<file path="config.mk">
export PLATFORM = sky130hd
export DESIGN_NAME = load_store_unit
export DESIGN_NICKNAME = d
export VERILOG_FILES = /design/src/rtl/load_store_unit_pkg.sv /design/src/rtl/lsu_align.sv /design/src/rtl/load_store_unit.sv
export SDC_FILE = /design/constraint.sdc
export NUM_CORES = 1
export LEC_CHECK = 0
export ABC_AREA = 1
export ABC_CLOCK_PERIOD_IN_PS = 12450
export CORE_MARGIN = 2
export CORE_UTILIZATION = 43
export CTS_BUF_LIST = sky130_fd_sc_hd__clkbuf_16
export CTS_CLUSTER_DIAMETER = 80
export DETAILED_ROUTE_END_ITERATION = 10
export PLACE_DENSITY = 0.73
export SYNTH_ARGS = -nofsm -noshare
export SYNTH_HDL_FRONTEND = slang
export SYNTH_SLANG_ARGS = --single-unit
</file>
<file path="constraint.sdc">
create_clock -name clk -period 12.45 [get_ports clk]
set_clock_uncertainty 0.05 [all_clocks]
set_input_delay 3.735 -clock clk [delete_from_list [all_inputs] [get_ports clk]]
set_output_delay 3.735 -clock clk [all_outputs]
set_load 0.1 [all_outputs]
</file>
<file path="src/rtl/load_store_unit_pkg.sv">
// Shared definitions for the load/store unit: RISC-V funct3 codes,
// one-hot ram write-enable encodings, FSM state encoding and an
// access-size helper.
package load_store_unit_pkg;

  // funct3 codes for loads and stores
  localparam logic [2:0] F3_B  = 3'b000;
  localparam logic [2:0] F3_H  = 3'b001;
  localparam logic [2:0] F3_W  = 3'b010;
  localparam logic [2:0] F3_BU = 3'b100;
  localparam logic [2:0] F3_HU = 3'b101;

  // ram write_enable encodings (one-hot or zero)
  localparam logic [2:0] WE_NONE = 3'b000;
  localparam logic [2:0] WE_WORD = 3'b001;
  localparam logic [2:0] WE_HALF = 3'b010;
  localparam logic [2:0] WE_BYTE = 3'b100;

  typedef enum logic [1:0] {
    ST_IDLE   = 2'd0,
    ST_ACCESS = 2'd1,
    ST_RESP   = 2'd2
  } lsu_state_e;

  // Number of bytes touched by an access with the given funct3.
  function automatic logic [2:0] access_bytes(input logic [2:0] funct3);
    case (funct3)
      F3_H, F3_HU: access_bytes = 3'd2;
      F3_W:        access_bytes = 3'd4;
      default:     access_bytes = 3'd1;
    endcase
  endfunction

endpackage

</file>
<file path="src/rtl/lsu_align.sv">
// lsu_align: combinational datapath of the load/store unit.
//   - error check (illegal funct3, store with funct3[2]=1, out of range,
//     and misalignment when LSU_MISALIGN_TRAP_EN is defined)
//   - store lane placement and write_enable selection
//   - load byte/half extraction with sign or zero extension
// Ports:
//   we, funct3, addr, wdata : latched request fields
//   mem_rdata               : ram data_out, {mem[a],mem[a+1],mem[a+2],mem[a+3]}
//   err                     : request is rejected
//   store_we, store_data    : ram write_enable / data_in for a legal store
//   load_data               : extended load result (0 for stores and errors)
// Optional: LSU_MISALIGN_TRAP_EN makes misaligned H/HU/W accesses errors.
module lsu_align
  import load_store_unit_pkg::*;
#(
  parameter int MEM_BYTES = 2048,
  parameter int ADDR_W    = 32
) (
  input  logic              we,
  input  logic [2:0]        funct3,
  input  logic [ADDR_W-1:0] addr,
  input  logic [31:0]       wdata,
  input  logic [31:0]       mem_rdata,
  output logic              err,
  output logic [2:0]        store_we,
  output logic [31:0]       store_data,
  output logic [31:0]       load_data
);

  logic            illegal_f3;
  logic            bad_store;
  logic            out_of_range;
  logic            misaligned;
  logic [ADDR_W:0] last_byte;

  // NOTE: every output of this block gets a default before any branch,
  // so no path leaves a signal unassigned and no latch is inferred.
  always_comb begin
    illegal_f3 = (funct3 == 3'b011) || (funct3 == 3'b110) || (funct3 == 3'b111);
    bad_store  = we && funct3[2];
    // One extra bit so an access near 0xFFFFFFFF cannot wrap back into range.
    last_byte    = {1'b0, addr} + (ADDR_W+1)'(access_bytes(funct3)) - (ADDR_W+1)'(1);
    out_of_range = last_byte >= (ADDR_W+1)'(MEM_BYTES);
`ifdef LSU_MISALIGN_TRAP_EN
    misaligned = (((funct3 == F3_H) || (funct3 == F3_HU)) && addr[0]) ||
                 ((funct3 == F3_W) && (addr[1:0] != 2'b00));
`else
    // The ram is byte-addressed, so misaligned accesses are simply performed.
    misaligned = 1'b0;
`endif
    err = illegal_f3 || bad_store || out_of_range || misaligned;

    store_we   = WE_NONE;
    store_data = '0;
    if (we && !err) begin
      case (funct3)
        F3_W: begin store_we = WE_WORD; store_data = wdata;                  end
        F3_H: begin store_we = WE_HALF; store_data = {16'h0, wdata[15:0]};  end
        F3_B: begin store_we = WE_BYTE; store_data = {24'h0, wdata[7:0]};   end
        default: ;
      endcase
    end

    // Big-endian ram: the addressed byte sits in data_out[31:24].
    load_data = '0;
    if (!we && !err) begin
      case (funct3)
        F3_W:  load_data = mem_rdata;
        F3_H:  load_data = {{16{mem_rdata[31]}}, mem_rdata[31:16]};
        F3_HU: load_data = {16'h0, mem_rdata[31:16]};
        F3_B:  load_data = {{24{mem_rdata[31]}}, mem_rdata[31:24]};
        F3_BU: load_data = {24'h0, mem_rdata[31:24]};
        default: ;
      endcase
    end
  end

endmodule

</file>
<file path="src/rtl/load_store_unit.sv">
// load_store_unit: single-outstanding memory-access initiator between the
// execute stage and a byte-addressed, big-endian data ram.
//   req_*   : valid/ready request (we, funct3, addr, wdata), accepted in IDLE
//   resp_*  : valid/ready response (rdata, err), held stable until taken
//   mem_*   : ram addr / write_enable (one-hot W,H,B) / data_in, data_out
// FSM IDLE -> ACCESS (one cycle, ram read or write) -> RESP.
// Optional: LSU_MISALIGN_TRAP_EN (see lsu_align) traps misaligned H/W.
module load_store_unit
  import load_store_unit_pkg::*;
#(
  parameter int MEM_BYTES = 2048,
  parameter int ADDR_W    = 32
) (
  input  logic              clk,
  input  logic              rst,
  input  logic              req_valid,
  output logic              req_ready,
  input  logic              req_we,
  input  logic [2:0]        req_funct3,
  input  logic [ADDR_W-1:0] req_addr,
  input  logic [31:0]       req_wdata,
  output logic              resp_valid,
  input  logic              resp_ready,
  output logic [31:0]       resp_rdata,
  output logic              resp_err,
  output logic [ADDR_W-1:0] mem_addr,
  output logic [2:0]        mem_write_enable,
  output logic [31:0]       mem_data_in,
  input  logic [31:0]       mem_data_out
);

  lsu_state_e        state_q, state_d;
  logic              we_q, we_d;
  logic [2:0]        funct3_q, funct3_d;
  logic [ADDR_W-1:0] addr_q, addr_d;
  logic [31:0]       wdata_q, wdata_d;
  logic [31:0]       resp_rdata_q, resp_rdata_d;
  logic              resp_err_q, resp_err_d;

  logic              align_err;
  logic [2:0]        align_we;
  logic [31:0]       align_wdata;
  logic [31:0]       align_rdata;

  lsu_align #(
    .MEM_BYTES (MEM_BYTES),
    .ADDR_W    (ADDR_W)
  ) u_align (
    .we         (we_q),
    .funct3     (funct3_q),
    .addr       (addr_q),
    .wdata      (wdata_q),
    .mem_rdata  (mem_data_out),
    .err        (align_err),
    .store_we   (align_we),
    .store_data (align_wdata),
    .load_data  (align_rdata)
  );

  // State register.
  // NOTE: sequential state uses non-blocking assignments so every flop
  // samples pre-edge values regardless of process ordering.
  always_ff @(posedge clk or posedge rst) begin
    if (rst) state_q <= ST_IDLE;
    else     state_q <= state_d;
  end

  // Next-state logic.
  always_comb begin
    state_d = state_q;
    case (state_q)
      ST_IDLE:   if (req_valid)  state_d = ST_ACCESS;
      ST_ACCESS:                 state_d = ST_RESP;
      ST_RESP:   if (resp_ready) state_d = ST_IDLE;
      default:                   state_d = ST_IDLE;
    endcase
  end

  // Outputs. The write enable is decoded from state, so an asynchronous
  // reset during ACCESS removes it before the closing edge.
  always_comb begin
    req_ready        = (state_q == ST_IDLE);
    resp_valid       = (state_q == ST_RESP);
    mem_write_enable = WE_NONE;
    mem_data_in      = '0;
    if (state_q == ST_ACCESS) begin
      mem_write_enable = align_we;
      mem_data_in      = align_wdata;
    end
  end

  assign mem_addr   = addr_q;
  assign resp_rdata = resp_rdata_q;
  assign resp_err   = resp_err_q;

  // Request capture in IDLE, result capture at the end of ACCESS.
  always_comb begin
    we_d         = we_q;
    funct3_d     = funct3_q;
    addr_d       = addr_q;
    wdata_d      = wdata_q;
    resp_rdata_d = resp_rdata_q;
    resp_err_d   = resp_err_q;
    if ((state_q == ST_IDLE) && req_valid) begin
      we_d     = req_we;
      funct3_d = req_funct3;
      addr_d   = req_addr;
      wdata_d  = req_wdata;
    end
    if (state_q == ST_ACCESS) begin
      resp_rdata_d = align_rdata;
      resp_err_d   = align_err;
    end
  end

  always_ff @(posedge clk or posedge rst) begin
    if (rst) begin
      we_q         <= 1'b0;
      funct3_q     <= 3'b000;
      addr_q       <= '0;
      wdata_q      <= '0;
      resp_rdata_q <= '0;
      resp_err_q   <= 1'b0;
    end else begin
      we_q         <= we_d;
      funct3_q     <= funct3_d;
      addr_q       <= addr_d;
      wdata_q      <= wdata_d;
      resp_rdata_q <= resp_rdata_d;
      resp_err_q   <= resp_err_d;
    end
  end

endmodule

</file>
==> Yosys cells after proc, flatten, opt, wreduce, memory -nomap -nowiden <==
Cells that the tools add are included.
{ "classes": {"n_reduce_logical": 14, "magnitude_cmp": 1, "n_eq_ne": 11, "mux": 12, "addsub": 2} }
{ "ops": {"columns": ["op", "n"], "rows": [
  ["case mux 32 bit (5 select lines)", 1],
  ["two-way mux 32 bit", 3],
  ["case mux 32 bit (3 select lines)", 1],
  ["adder 32 x 3 -> 33 bit", 1],
  ["greater-or-equal comparator 33 x 12 -> 1 bit (second input constant)", 1],
  ["subtractor 33 x 1 -> 33 bit (second input constant)", 1],
  ["equality test 3 bit (second input constant)", 4],
  ["case mux 3 bit (3 select lines)", 1],
  ["equality test 3 x 2 -> 1 bit (second input constant)", 2],
  ["two-way mux 3 bit", 2],
  ["case mux 2 bit (3 select lines)", 1],
  ["case mux 3 bit (2 select lines)", 1],
  ["logical AND 1 bit", 4],
  ["logical OR 1 bit", 4],
  ["two-way mux 2 bit", 2],
  ["equality test 3 x 1 -> 1 bit (second input constant)", 1],
  ["zero test 3 bit", 1],
  ["equality test 2 x 1 -> 1 bit (second input constant)", 1],
  ["equality test 2 bit (second input constant)", 1],
  ["zero test 1 bit", 2],
  ["zero test 2 bit", 1],
  ["!= test 2 x 1 -> 1 bit (second input constant)", 1],
  ["!= test 2 bit (second input constant)", 1],
  ["AND reduction 2 bit", 1],
  ["OR reduction 2 bit", 1]
]} }
{ "totals": {"out_inout_bits": 102, "elab_cells": 47, "in_bits": 104, "register_bits": 103} }

==> Depth between registers and ports, before layout <==
Gate-level depths: netlist of run 1.
{ "logic_depth": {"word_depth": 11, "ltp_mapped": 27, "depth_no_buf": 26} }

==> Cells and area by module <==
Synthesis of run 1 repeated with hierarchy kept, for this count alone.
{ "unflattened": {"hier_cells": 1256, "area_unflattened_um2": 7893.8} }
{ "by_module_without_submodules": {"columns": ["mod", "cells_each", "seq_area_each_um2", "area_each_um2", "instances"], "rows": [
  ["load_store_unit", 522, 2577.5, 4359.2, 1],
  ["lsu_align", 734, 0.0, 3534.6, 1]
]} }

==> Worst setup path after synthesis of run 1 <==
Ideal clock, no wire load.
{ "synth_timing": {"kind": "reg2out", "startpoint": "register addr_q[1], in the netlist mem_addr[1]", "endpoint": "output port mem_data_in[22]", "stages_incl_launch_ff": 21, "required_ps": 8665, "path_slack_ps": 3982, "n_path_buf": 1, "arrival_time_ps": 4683, "cell_sequence": "dfrtp_1 inv_1 ha_1 inv_1 ha_1 inv_1 fa_1 inv_1 nand2_1 a21oi_1 nand2_1 nand3_1 nand4_1 nand3_1 nand2_1 nor2_1 nand2_1 nor2_8 nand4_4 buf_6 nor2_1"} }
{ "synth_via": {"elab_chain_len": 8} }
{ "synth_rtl": {"columns": ["item", "line_no", "rtl"], "rows": [
  ["from (decl)", "load_store_unit.sv:35", "logic [ADDR_W-1:0] addr_q, addr_d;"],
  ["from (signal assigned)", "load_store_unit.sv:127", "addr_q <= addr_d;"],
  ["adder 32 x 3 -> 33 bit", "lsu_align.sv:42", "last_byte = {1'b0, addr} + (ADDR_W+1)'(access_bytes(funct3)) - (ADDR_W+1)'(1);"],
  ["subtractor 33 x 1 -> 33 bit", "lsu_align.sv:42", null],
  ["greater-or-equal comparator 33 x 12 -> 1 bit", "lsu_align.sv:43", "out_of_range = last_byte >= (ADDR_W+1)'(MEM_BYTES);"],
  ["logical OR 1 bit", "lsu_align.sv:51", "err = illegal_f3 || bad_store || out_of_range || misaligned;"],
  ["zero test 1 bit", "lsu_align.sv:55", "if (we && !err) begin"],
  ["logical AND 1 bit", "lsu_align.sv:55", null],
  ["two-way mux 32 bit", "lsu_align.sv:55", null],
  ["two-way mux 32 bit", "load_store_unit.sv:86", "if (state_q == ST_ACCESS) begin"],
  ["to (decl)", "load_store_unit.sv:28", "output logic [31:0] mem_data_in,"]
]} }
Every way passes these cells.

==> Worst setup path after layout of run 1 <==
{ "layout_timing": {"startpoint": "register funct3_q[0]", "endpoint": "output port mem_write_enable[2]"} }
{ "layout_via": {"elab_chain_len": 11, "word_cells_on_any_way": 21, "cone_classes": "add/sub: 2; order compare: 1; eq/ne: 6; mux: 4; reduce/logical: 8"} }
{ "layout_rtl": {"columns": ["item", "line_no", "rtl"], "rows": [
  ["from (decl)", "load_store_unit.sv:34", "logic [2:0] funct3_q, funct3_d;"],
  ["from (signal assigned)", "load_store_unit.sv:126", "funct3_q <= funct3_d;"],
  ["equality test 3 x 1 -> 1 bit or equality test 3 bit (tied branches)", "load_store_unit_pkg.sv:27, lsu_align.sv:56", null],
  ["OR reduction 2 bit", "load_store_unit_pkg.sv:27", "case (funct3)"],
  ["case mux 3 bit (2 select lines)", "load_store_unit_pkg.sv:27", null],
  ["adder 32 x 3 -> 33 bit", "lsu_align.sv:42", null],
  ["subtractor 33 x 1 -> 33 bit", "lsu_align.sv:42", null],
  ["greater-or-equal comparator 33 x 12 -> 1 bit", "lsu_align.sv:43", null],
  ["logical OR 1 bit", "lsu_align.sv:51", null],
  ["zero test 1 bit", "lsu_align.sv:55", null],
  ["logical AND 1 bit", "lsu_align.sv:55", null],
  ["two-way mux 3 bit (*)", "lsu_align.sv:55", null],
  ["two-way mux 3 bit (*)", "load_store_unit.sv:86", null],
  ["to (decl)", "load_store_unit.sv:27", "output logic [2:0] mem_write_enable,"]
]} }
Mark *: on every way between the ends. The rest lies on a longest branch, timed or not.

==> results of run 1 <==
[metrics by stage]
stage / total power [W] / util, % / instances / setup slack [ns]
global route: 0.00320 / 58.2 / 1585 / 2.16
CTS: 0.00292 / 58.2 / 1585 / 2.64
floorplan: 0.00214 / - / 1171 / 3.98
global placement: 0.00263 / 56.7 / 1571 / 3.20
detailed placement: 0.00265 / 56.7 / 1571 / 3.03
finish: 0.00292 / 58.2 / 1585 / 2.64
[critical path: cells and delay by family (launching register included)]
kind / cells / cell delay (ns)
adder cells (fa/ha/maj): 3 / 1.03
buffers and inverters: 6 / 1.91
AO/OA/AOI/OAI: 1 / 0.21
flip-flops: 1 / 0.39
AND/OR/NAND/NOR: 12 / 2.13
[cell families after synthesis]
group	synth area share (%)
AND/OR/NAND/NOR	37.4
XOR/XNOR	0.466
flip-flops	34.3
adder cells (fa/ha/maj)	5.93
buffers and inverters	12.5
AO/OA/AOI/OAI	9.42
[routing by layer]
layer  vias up  global-route usage, %  share of wire (%)
met5         -                      0              0.059
met4         2                   8.74                2.6
met3        40                   5.03                6.7
met2       263                   38.4                 45
met1      3509                   32.1                 46
li1       3995                      -                  -
[power by group through the flow]
stage	Clock, W	Sequential, W	Combinational (W)
after floorplan	0	0.000870	0.00127
after global placement	0	0.000519	0.00211
after detailed placement	0	0.000522	0.00212
after CTS	0.000265	0.000518	0.00214
after global routing	0.000278	0.000534	0.00239
final	0.000259	0.000517	0.00215
[cell type report]
cell class                      count  area, sq um  area share, %
Sequential cell                   103         2580           25.8
Tap cell                          225          282           2.82
Clock buffer                        9          225           2.25
Clock inverter                      5         26.3          0.263
Timing Repair Buffer              210         2090           20.9
Multi-Input combinational cell    824         4000           40.0
Inverter                          209          788           7.89
[synth_stat cells (all sizes together) (8+ instances only)]
cell | instances | area, sq um
nand2 | 436 | 1640
inv | 205 | 769
nor2 | 113 | 544
dfrtp | 103 | 2580
o21ai | 74 | 370
nand3 | 43 | 220
nand4 | 43 | 299
a21oi | 38 | 190
ha | 34 | 425
clkbuf | 26 | 97.6
buf | 9 | 56.3
o211ai | 8 | 60.1
o22ai | 8 | 50.1
[sequential cells by signal, indices dropped and copies added, names as in the netlist]
| register | count |
|---|---|
| funct3_q | 3 |
| mem_addr | 32 |
| resp_err | 1 |
| resp_rdata | 32 |
| state_q | 2 |
| wdata_q | 32 |
| we_q | 1 |
[how the worst max path moves through the flow]
stage	depth (start not counted)	endpoint	slack, ns
2_1_floorplan	20	mem_data_in[22]	3.98
3_3_place_gp	21	mem_write_enable[2]	3.20
3_5_place_dp	22	mem_write_enable[2]	3.03
4_1_cts	22	mem_data_in[6]	2.64
5_1_grt	22	mem_write_enable[2]	2.16
6_report	22	mem_write_enable[2]	2.64
==> metrics.md, run 1 <==
| Metric | Value |
|---|---|
| H-tree Lvls | 3 |
| Vias in the first global route | 7,318 |
| Clock sink count | 103 |
| Overall Global Routing Usage | between 20 and 25% |
| Critical path required time | a little under 9 ns |
| P per Cell Area | slightly below 300 nW/um^2 |
| Post-Syn Nets | 1,310 |
| MaxCap Viol Count | 0 |
| # fillers | about 1,700 |
| Type of the tightest min-delay check | flip-flop to flip-flop |
| WL/cell | ~14 um |
| CP arrival | 6.03 ns |
| Register area share after synthesis | between 30% and 40% |
| EDFF count, synth | 0 |
| CP Class | flip-flop to output pin |
| Worst R2R Setup Slack | between 8 and 9 ns |
| Critical Path Start | funct3_q[0] |
| Synth Flop Type | dfrtp_1 |
| Dpl cell area | between 9000 and 10,000 sq um |
| Post-route minimum period | just under 10 ns |
| Final worst-path cycle share | between 70 and 80% |
| Seq cells post-synth | between 100 and 150 |
| Layout area overhead | 32.9% |
| Initial drt markers | approximately 560 |
| CP Max Fanout | 35 |
| Switching share of power | about 60% |
| Final Hold Viols | 0 |
| Reg power frac | roughly 18% |
| Via density | 4.93 |
| Headroom to the max-slew limit | between 30% and 40% |
| Die Ht | between 100 and 150 um |
| Worst path cell trace | inv_1 > nor2_1 > clkinv_1 > ha_1 > inv_1 > ha_1 > inv_1 > fa_1 > inv_1 > nand2_1 > a21oi_1 > nand2_1 > nand3_1 > nand4_1 > nand3_1 > nand2_1 > nor2_1 > nand2_1 > nor2_8 > nand4_4 > nor2_1 > clkdlybuf4s50_1 |
| Initial antenna violation count | 1 |
| Gr ovfl total | 0 |
| Synthesized area per cell | approximately 6.4 sq um |
| Yosys warning count | 0 |
| Least-Margin Pin Slew | a little over 1 ns |
| Clock Latency Late Sink | ~0.35 ns |
| Peak Freq | 102 MHz |
| Final #Nets | 1,496 |
| Internal Power | 0.00120 W |
| Combinational share of power | between 70% and 80% |
| CTS tree | built |
| TNS Setup | 0 ns |
| RSZ-0062 raised after global routing | false |
| Clk pwr share | 8.9% |
| Status | finished clean |
| Largest net degree at the start of global routing | roughly 120 |
| # setup viols final | 0 |
| Hold path depth | 2 |
| Core area | between 15,000 and 20,000 sq um |
| Global-route wire length before repair | roughly 36,000 um |
| I/O pins | just over 200 |
| Number of diodes | 0 |
| Netlist area before placement | between 7000 and 8000 sq um |
| PostCTS Resize Cnt | 0 |
| Die area | 18,600 sq um |
| Worst reg-to-reg path cell count | 21 |
| Slowest Stage Delay on Critical Path | between 1 and 1.5 ns |
| Clock buffer depth | 2 |
| Max Slew Vio Count | 0 |
| NetSw | about 0.0017 W |
| Worst r2r src | funct3_q[0] |
| Detailed Route WL | 22,000 um |
| DP HPWL | 16,900 um |
| Row count | 48 |
| Width of the die | 136 um |
| Port Buffers | 205 |
| RD Place Congestion | between 0.9 and 1 |
| Hold EP | resp_rdata[4] |
| Total iterations of the first detailed-routing run | 5 |
| HP Start | resp_rdata[4] |
| Cts hold-fix bufs | 0 |
| Setup crit start kind | flip-flop |
| Commonest cells after routing, fill and taps aside | nand2_1 (434), clkdlybuf4s50_1 (205), inv_1 (187) |
| Fin area | ~10000 sq um |
| Post-CTS setup buffer count | 0 |
| Slowest cell on crit path | clkdlybuf4s50_1 |
| Root buf cell | clkbuf_16 |
| Setup crit end kind | output pin |
| FF-to-FF End | resp_rdata[23] |
| Hold WS | between 0.4 and 0.5 ns |
| # DRC | 0 |
| Commonest non-fill, non-tap cell in the layout | nand2_1 |
| FFs w/ async S/R, synth | 100% |
| Synth Instances | 1,171 |
| Num CTS Buffers | 9 |
| Routed vias | 7,809 |
| Leakage power total | 5.27 nW |
| Share of cells above drive strength 1 | 4.34% |
| Netlist cell types | 35 |
| Starting Density | a little over two fifths |
| Clock slew at reported path FFs | around 0.07 ns |
| Post-DRT Antenna Nets | 0 |
| Worst-case vdd ir drop | slightly below 0.2 mV |
(Power assumes the default switching activity.)
==> inputs of run 2 (changes only) <==
--- a/config.mk
+++ b/config.mk
@@ -6,13 +6,13 @@
 export NUM_CORES = 1
 export LEC_CHECK = 0
 export ABC_AREA = 1
-export ABC_CLOCK_PERIOD_IN_PS = 12450
+export ABC_CLOCK_PERIOD_IN_PS = 8900
 export CORE_MARGIN = 2
 export CORE_UTILIZATION = 43
 export CTS_BUF_LIST = sky130_fd_sc_hd__clkbuf_16
 export CTS_CLUSTER_DIAMETER = 80
 export DETAILED_ROUTE_END_ITERATION = 10
-export PLACE_DENSITY = 0.73
+export PLACE_DENSITY = 0.75
 export SYNTH_ARGS = -nofsm -noshare
 export SYNTH_HDL_FRONTEND = slang
 export SYNTH_SLANG_ARGS = --single-unit
==> constraint.sdc (replaced) <==
create_clock -name clk -period 8.9 [get_ports clk]
set_clock_uncertainty 0.05 [all_clocks]
set_input_delay 2.67 -clock clk [delete_from_list [all_inputs] [get_ports clk]]
set_output_delay 2.67 -clock clk [all_outputs]
set_load 0.1 [all_outputs]
==> metrics.md, run 2 (synthesis gave the netlist of run 1 again) <==
| Metric | Value |
|---|---|
| Status | finished clean (unchanged) |
| Via density | 4.95 (was 4.93) |
| CP Max Fanout | 35 (unchanged) |
| Commonest non-fill, non-tap cell in the layout | nand2_1 (unchanged) |
| Least-Margin Pin Slew | 1.07 ns (was 1.04 ns) |
| Type of the tightest min-delay check | flip-flop to flip-flop (unchanged) |
| Layout area overhead | 32.1% (was 32.9%) |
| Commonest cells after routing, fill and taps aside | nand2_1 (434), inv_1 (187), clkdlybuf4s50_1 (170) (was nand2_1 (434), clkdlybuf4s50_1 (205), inv_1 (187)) |
| MaxCap Viol Count | 0 (unchanged) |
| Starting Density | 43.8% (unchanged) |
| Final Hold Viols | 0 (unchanged) |
| Clock sink count | 103 (unchanged) |
| TNS Setup | 0 ns (unchanged) |
| Routed vias | 7,856 (was 7,809) |
| HP Start | resp_rdata[3] (was resp_rdata[4]) |
| Setup crit end kind | output pin (unchanged) |
| Root buf cell | clkbuf_16 (unchanged) |
| Cts hold-fix bufs | 0 (unchanged) |
| Worst-case vdd ir drop | 0.247 mV (was 0.194 mV) |
| Width of the die | 136 um (unchanged) |
| P per Cell Area | 415 nW/um^2 (was 293 nW/um^2) |
| Initial drt markers | 548 (was 557) |
| Die Ht | 136 um (unchanged) |
| Peak Freq | 125 MHz |
| Global-route wire length before repair | 35,600 um (was 35,500 um) |
| Core area | 17,200 sq um (unchanged) |
| # DRC | 0 (unchanged) |
| # setup viols final | 0 (unchanged) |
| Post-route minimum period | around 8 ns |
| Critical path required time | 6.18 ns (was 8.66 ns) |
| Post-Layout Cell Count | 1,586 (was 1,585) |
| WL/cell | 13.9 um (about the same) |
| Initial antenna violation count | 0 (was 1) |
| Clock slew at reported path FFs | 0.08 ns (was 0.07 ns) |
| # placed instances | 1,570 (was 1,571) |
| Clock Latency Late Sink | 0.36 ns (was 0.35 ns) |
| Die area | 18,600 sq um (unchanged) |
| Gr ovfl total | 0 (unchanged) |
| Hold WS | 0.434 ns (was 0.433 ns) |
| Detailed Route WL | 22,000 um (about the same) |
| Overall Global Routing Usage | 24.1% (was 24.0%) |
| Critical Path Start | funct3_q[1] (was funct3_q[0]) |
| Port Buffers | 205 (unchanged) |
| CTS tree | built (unchanged) |
| Post-DRT Antenna Nets | 0 (unchanged) |
| I/O pins | 206 (unchanged) |
| Final worst-path cycle share | between 80% and 90% |
| Leakage power total | 5.35 nW (was 5.27 nW) |
| DP HPWL | 17,200 um (was 16,900 um) |
| H-tree Lvls | 3 (unchanged) |
| Dpl ws | 1.35 ns (was 3.03 ns) |
| Num CTS Buffers | 9 (unchanged) |
| Share of cells above drive strength 1 | 7.13% (was 4.34%) |
| PostCTS Resize Cnt | 0 (unchanged) |
| Max Slew Vio Count | 0 (unchanged) |
| RD Place Congestion | 0.990 (was 0.969) |
| Setup crit start kind | flip-flop (unchanged) |
| CP arrival | 5.25 ns (was 6.03 ns) |
| Final #Nets | 1,495 (was 1,496) |
| Number of diodes | 0 (unchanged) |
| Largest net degree at the start of global routing | 72 (was 121) |
| Headroom to the max-slew limit | 28.6% (was 30.6%) |
| Vias in the first global route | 7,369 (was 7,318) |
| CP Class | flip-flop to output pin (unchanged) |
| Row count | 48 (unchanged) |
| PnR worst setup slack | 0.930 ns (was 2.64 ns) |
| Clock buffer depth | 2 (unchanged) |
| Post-CTS setup buffer count | 0 (unchanged) |
| Worst r2r src | funct3_q[1] (was funct3_q[0]) |
| RSZ-0062 raised after global routing | false (unchanged) |
| Total iterations of the first detailed-routing run | 7 (was 5) |
-- run 2: final cells by class --
cell class	instances	area (sq um)
clock inverters	7	60.1
fillers	1708	7250
well taps	225	282
multi-input cells	824	4000
flip-flops and latches	103	2580
inverters	209	788
clock buffers	9	225
repair buffers	209	1990
-- run 2: worst max-delay path: stages, from the launching register on --
cell and delay [ns]:
dfrtp_1 0.43, nor2_1 0.13, clkinv_1 0.42, ha_1 0.46
inv_1 0.06, ha_1 0.17, inv_1 0.06, fa_1 0.38
inv_1 0.14, nand2_1 0.09, a21oi_1 0.23, nand2_1 0.12
nand3_1 0.11, nand4_1 0.11, nand3_1 0.09, nand2_1 0.05
nor2_1 0.10, nand2_1 0.13, nor2_8 0.43, nand4_4 0.55
nor2_1 0.28, buf_4 0.33
-- run 2: stage by stage --
step                      utilization [%]  total power (W)  area [sq um]
final                                57.8          0.00412          9930
after global routing                 57.8          0.00450          9930
after CTS                            57.8          0.00411          9930
after global placement               56.1          0.00367          9640
after detailed placement             56.1          0.00370          9640
after floorplan                         -          0.00300          7520
-- run 2: power breakdown --
| group | leakage (nW) | internal (W) | total [W] | switching (W) |
|---|---|---|---|---|
| Combinational | 3.90 | 0.000869 | 0.00300 | 0.00213 |
| Clock | 0.139 | 0.000194 | 0.000391 | 0.000197 |
| Sequential | 1.32 | 0.000620 | 0.000725 | 0.000105 |
-- run 2: final timing paths --
kind | slack [ns] | end | depth (start not counted)
worst max-delay path | 0.93 | mem_data_in[4] | 21
worst min-delay path | 0.43 | resp_rdata[3] | 2
worst max register to register | 4.74 | resp_rdata[20] | 20
worst min register to register | 0.43 | resp_rdata[3] | 2
max in group asynchronous | 4.94 | resp_rdata[25] | 3
min in group asynchronous | 2.61 | wdata_q[28] | 2
-- run 2: layer usage --
| layer | GRT usage [%] | vias to the layer above | wire, um |
|---|---|---|---|
| li1 | - | 4000 | - |
| met1 | 32.6 | 3563 | 9920 |
| met2 | 39.1 | 270 | 10300 |
| met3 | 4.18 | 23 | 1430 |
| met4 | 7.64 | 0 | 399 |
| met5 | 0 | - | 0 |
==> inputs of run 3 (changes only) <==
--- a/config.mk
+++ b/config.mk
@@ -13,6 +13,7 @@
 export CTS_CLUSTER_DIAMETER = 80
 export DETAILED_ROUTE_END_ITERATION = 10
 export PLACE_DENSITY = 0.75
+export REMOVE_ABC_BUFFERS = 1
 export SYNTH_ARGS = -nofsm -noshare
 export SYNTH_HDL_FRONTEND = slang
 export SYNTH_SLANG_ARGS = --single-unit
==> metrics.md, run 3 (synthesis gave the netlist of run 1 again) <==
| Metric | Value |
|---|---|
| Overall Global Routing Usage | 23.8% (was 24.1%) |
| I/O pins | 206 (unchanged) |
| Via density | 4.89 (was 4.95) |
| CP Max Fanout | 35 (unchanged) |
| # DRC | 0 (unchanged) |
| MaxCap Viol Count | 0 (unchanged) |
| Dpl cell area | 9650 sq um (was 9640 sq um) |
| Initial antenna violation count | 0 (unchanged) |
| Worst r2r src | funct3_q[0] (was funct3_q[1]) |
| Commonest cells after routing, fill and taps aside | nand2_1 (434), inv_1 (187), clkdlybuf4s50_1 (170) (unchanged) |
| RD Place Congestion | 0.930 (was 0.990) |
| Detailed Route WL | 21,600 um (was 22,000 um) |
| WL/cell | 13.6 um (was 13.9 um) |
| Reg power frac | 17.7% (was 17.6%) |
| Max Slew Vio Count | 0 (unchanged) |
| RSZ-0062 raised after global routing | false (unchanged) |
| Fin area | 9940 sq um (was 9930 sq um) |
| Grt met1 use | 29.2% (was 32.6%) |
| Num CTS Buffers | 9 (unchanged) |
| Routed vias | 7,767 (was 7,856) |
| Final #Nets | 1,496 (was 1,495) |
| DP HPWL | 16,800 um (was 17,200 um) |
| Commonest non-fill, non-tap cell in the layout | nand2_1 (unchanged) |
| Post-DRT Antenna Nets | 0 (unchanged) |
| # setup viols final | 0 (unchanged) |
| Critical Path Start | funct3_q[0] (was funct3_q[1]) |
| Cts hold-fix bufs | 0 (unchanged) |
| Number of diodes | 0 (unchanged) |
| TNS Setup | 0 ns (unchanged) |
| Die area | 18,600 sq um (unchanged) |
| Initial drt markers | 480 (was 548) |
| Row count | 48 (unchanged) |
| Setup crit end kind | output pin (unchanged) |
| CP arrival | 5.16 ns (was 5.25 ns) |
| NetSw | 0.00243 W (about the same) |
| Combinational share of power | 72.8% (was 72.9%) |
| CP Class | flip-flop to output pin (unchanged) |
| Root buf cell | clkbuf_16 (unchanged) |
| Type of the tightest min-delay check | flip-flop to flip-flop (unchanged) |
| Grt peak-use layer | met2 (unchanged) |
| Width of the die | 136 um (unchanged) |
| Layout area overhead | 32.2% (was 32.1%) |
| Met2 Use GR | 41.4% (was 39.1%) |
| H-tree Lvls | 3 (unchanged) |
| Pwr Total | 0.00413 W (was 0.00412 W) |
| Worst R2R Setup Slack | 4.78 ns (was 4.74 ns) |
| Clock buffer depth | 2 (unchanged) |
| Post-route minimum period | 7.88 ns (was 7.97 ns) |
| Clock sink count | 103 (unchanged) |
| Headroom to the max-slew limit | 29.2% (was 28.6%) |
| HP Start | resp_rdata[9] (was resp_rdata[3]) |
| Largest net degree at the start of global routing | 114 (was 72) |
| Worst-case vdd ir drop | 0.282 mV (was 0.247 mV) |
| Starting Density | 43.8% (unchanged) |
| Core area | 17,200 sq um (unchanged) |
| # fillers | 1,713 (was 1,708) |
| Setup crit start kind | flip-flop (unchanged) |
| Final Hold Viols | 0 (unchanged) |
| Share of cells above drive strength 1 | 7.20% (was 7.13%) |
| Clk pwr share | 9.6% (was 9.5%) |
| Peak Freq | 127 MHz (was 125 MHz) |
| Switching share of power | 59.0% (was 59.1%) |
| PostCTS Resize Cnt | 0 (unchanged) |
| Global-route wire length before repair | 35,400 um (was 35,600 um) |
| Critical path required time | 6.18 ns (about the same) |
| Vias in the first global route | 7,467 (was 7,369) |
| Leakage power total | 5.36 nW (was 5.35 nW) |
| P per Cell Area | 415 nW/um^2 (about the same) |
| Status | finished clean (unchanged) |
| Die Ht | 136 um (unchanged) |
| CTS tree | built (unchanged) |
| Clock Latency Late Sink | 0.36 ns (about the same) |
| Least-Margin Pin Slew | 1.06 ns (was 1.07 ns) |
| Port Buffers | 205 (unchanged) |
| Gr ovfl total | 0 (unchanged) |
| Post-CTS setup buffer count | 0 (unchanged) |
| Met3 Use GR | 6.04% (was 4.18%) |
| Clock slew at reported path FFs | 0.08 ns (about the same) |
| Internal Power | 0.00169 W (was 0.00168 W) |
| Total iterations of the first detailed-routing run | 4 (was 7) |
| Final worst-path cycle share | 88.5% (was 89.6%) |
run 3: layout make-up:
class,instances,area [sq um],area share (%)
Clock buffer,9,225,2.27
Clock inverter,7,62.6,0.630
Inverter,209,788,7.93
Multi-Input combinational cell,824,4000,40.3
Sequential cell,103,2580,25.9
Tap cell,225,282,2.83
Timing Repair Buffer,210,2000,20.1
run 3: critical path, stage by stage (launching register included):
cell and delay [ns]:
dfrtp_1 0.39, inv_1 0.08, nor2_1 0.10, clkinv_1 0.41, ha_1 0.45, inv_1 0.06
ha_1 0.18, inv_1 0.06, fa_1 0.38, inv_1 0.12, nand2_1 0.08, a21oi_1 0.22
nand2_1 0.11, nand3_1 0.12, nand4_1 0.12, nand3_1 0.10, nand2_1 0.05, nor2_1 0.09
nand2_1 0.13, nor2_8 0.43, nand4_4 0.52, nor2_1 0.27, buf_4 0.32
run 3: power by group through the flow:
stage | logic [W] | clock network [W] | registers, W
detailed placement | 0.00298 | 0 | 0.000737
global route | 0.00334 | 0.000424 | 0.000749
floorplan | 0.00176 | 0 | 0.00122
finish | 0.00300 | 0.000395 | 0.000728
CTS | 0.00300 | 0.000407 | 0.000730
global placement | 0.00296 | 0 | 0.000732
run 3: metal layers:
metal	share of wire [%]	wire length (um)
met5	0	0
met4	1.9	417
met3	7.3	1570
met2	49	10500
met1	42	9100
run 3: worst paths after layout:
kind	to	depth (start not counted)
max in group asynchronous	resp_rdata[10]	3
hold reg to reg	resp_rdata[9]	2
setup reg to reg	resp_rdata[31]	21
min in group asynchronous	mem_addr[8]	2
hold / removal	resp_rdata[9]	2
setup / recovery	mem_data_in[4]	22
run 3: stage by stage:
step / hold slack, ns / util, % / setup slack, ns / instances
5_1_grt: 0.453 / 57.9 / 0.496 / 1587
3_3_place_gp: 0.413 / 56.2 / 1.54 / 1571
4_1_cts: 0.437 / 57.9 / 0.970 / 1587
3_5_place_dp: 0.416 / 56.2 / 1.35 / 1571
2_1_floorplan: 0.399 / - / 1.06 / 1136
6_report: 0.432 / 57.9 / 1.02 / 1587
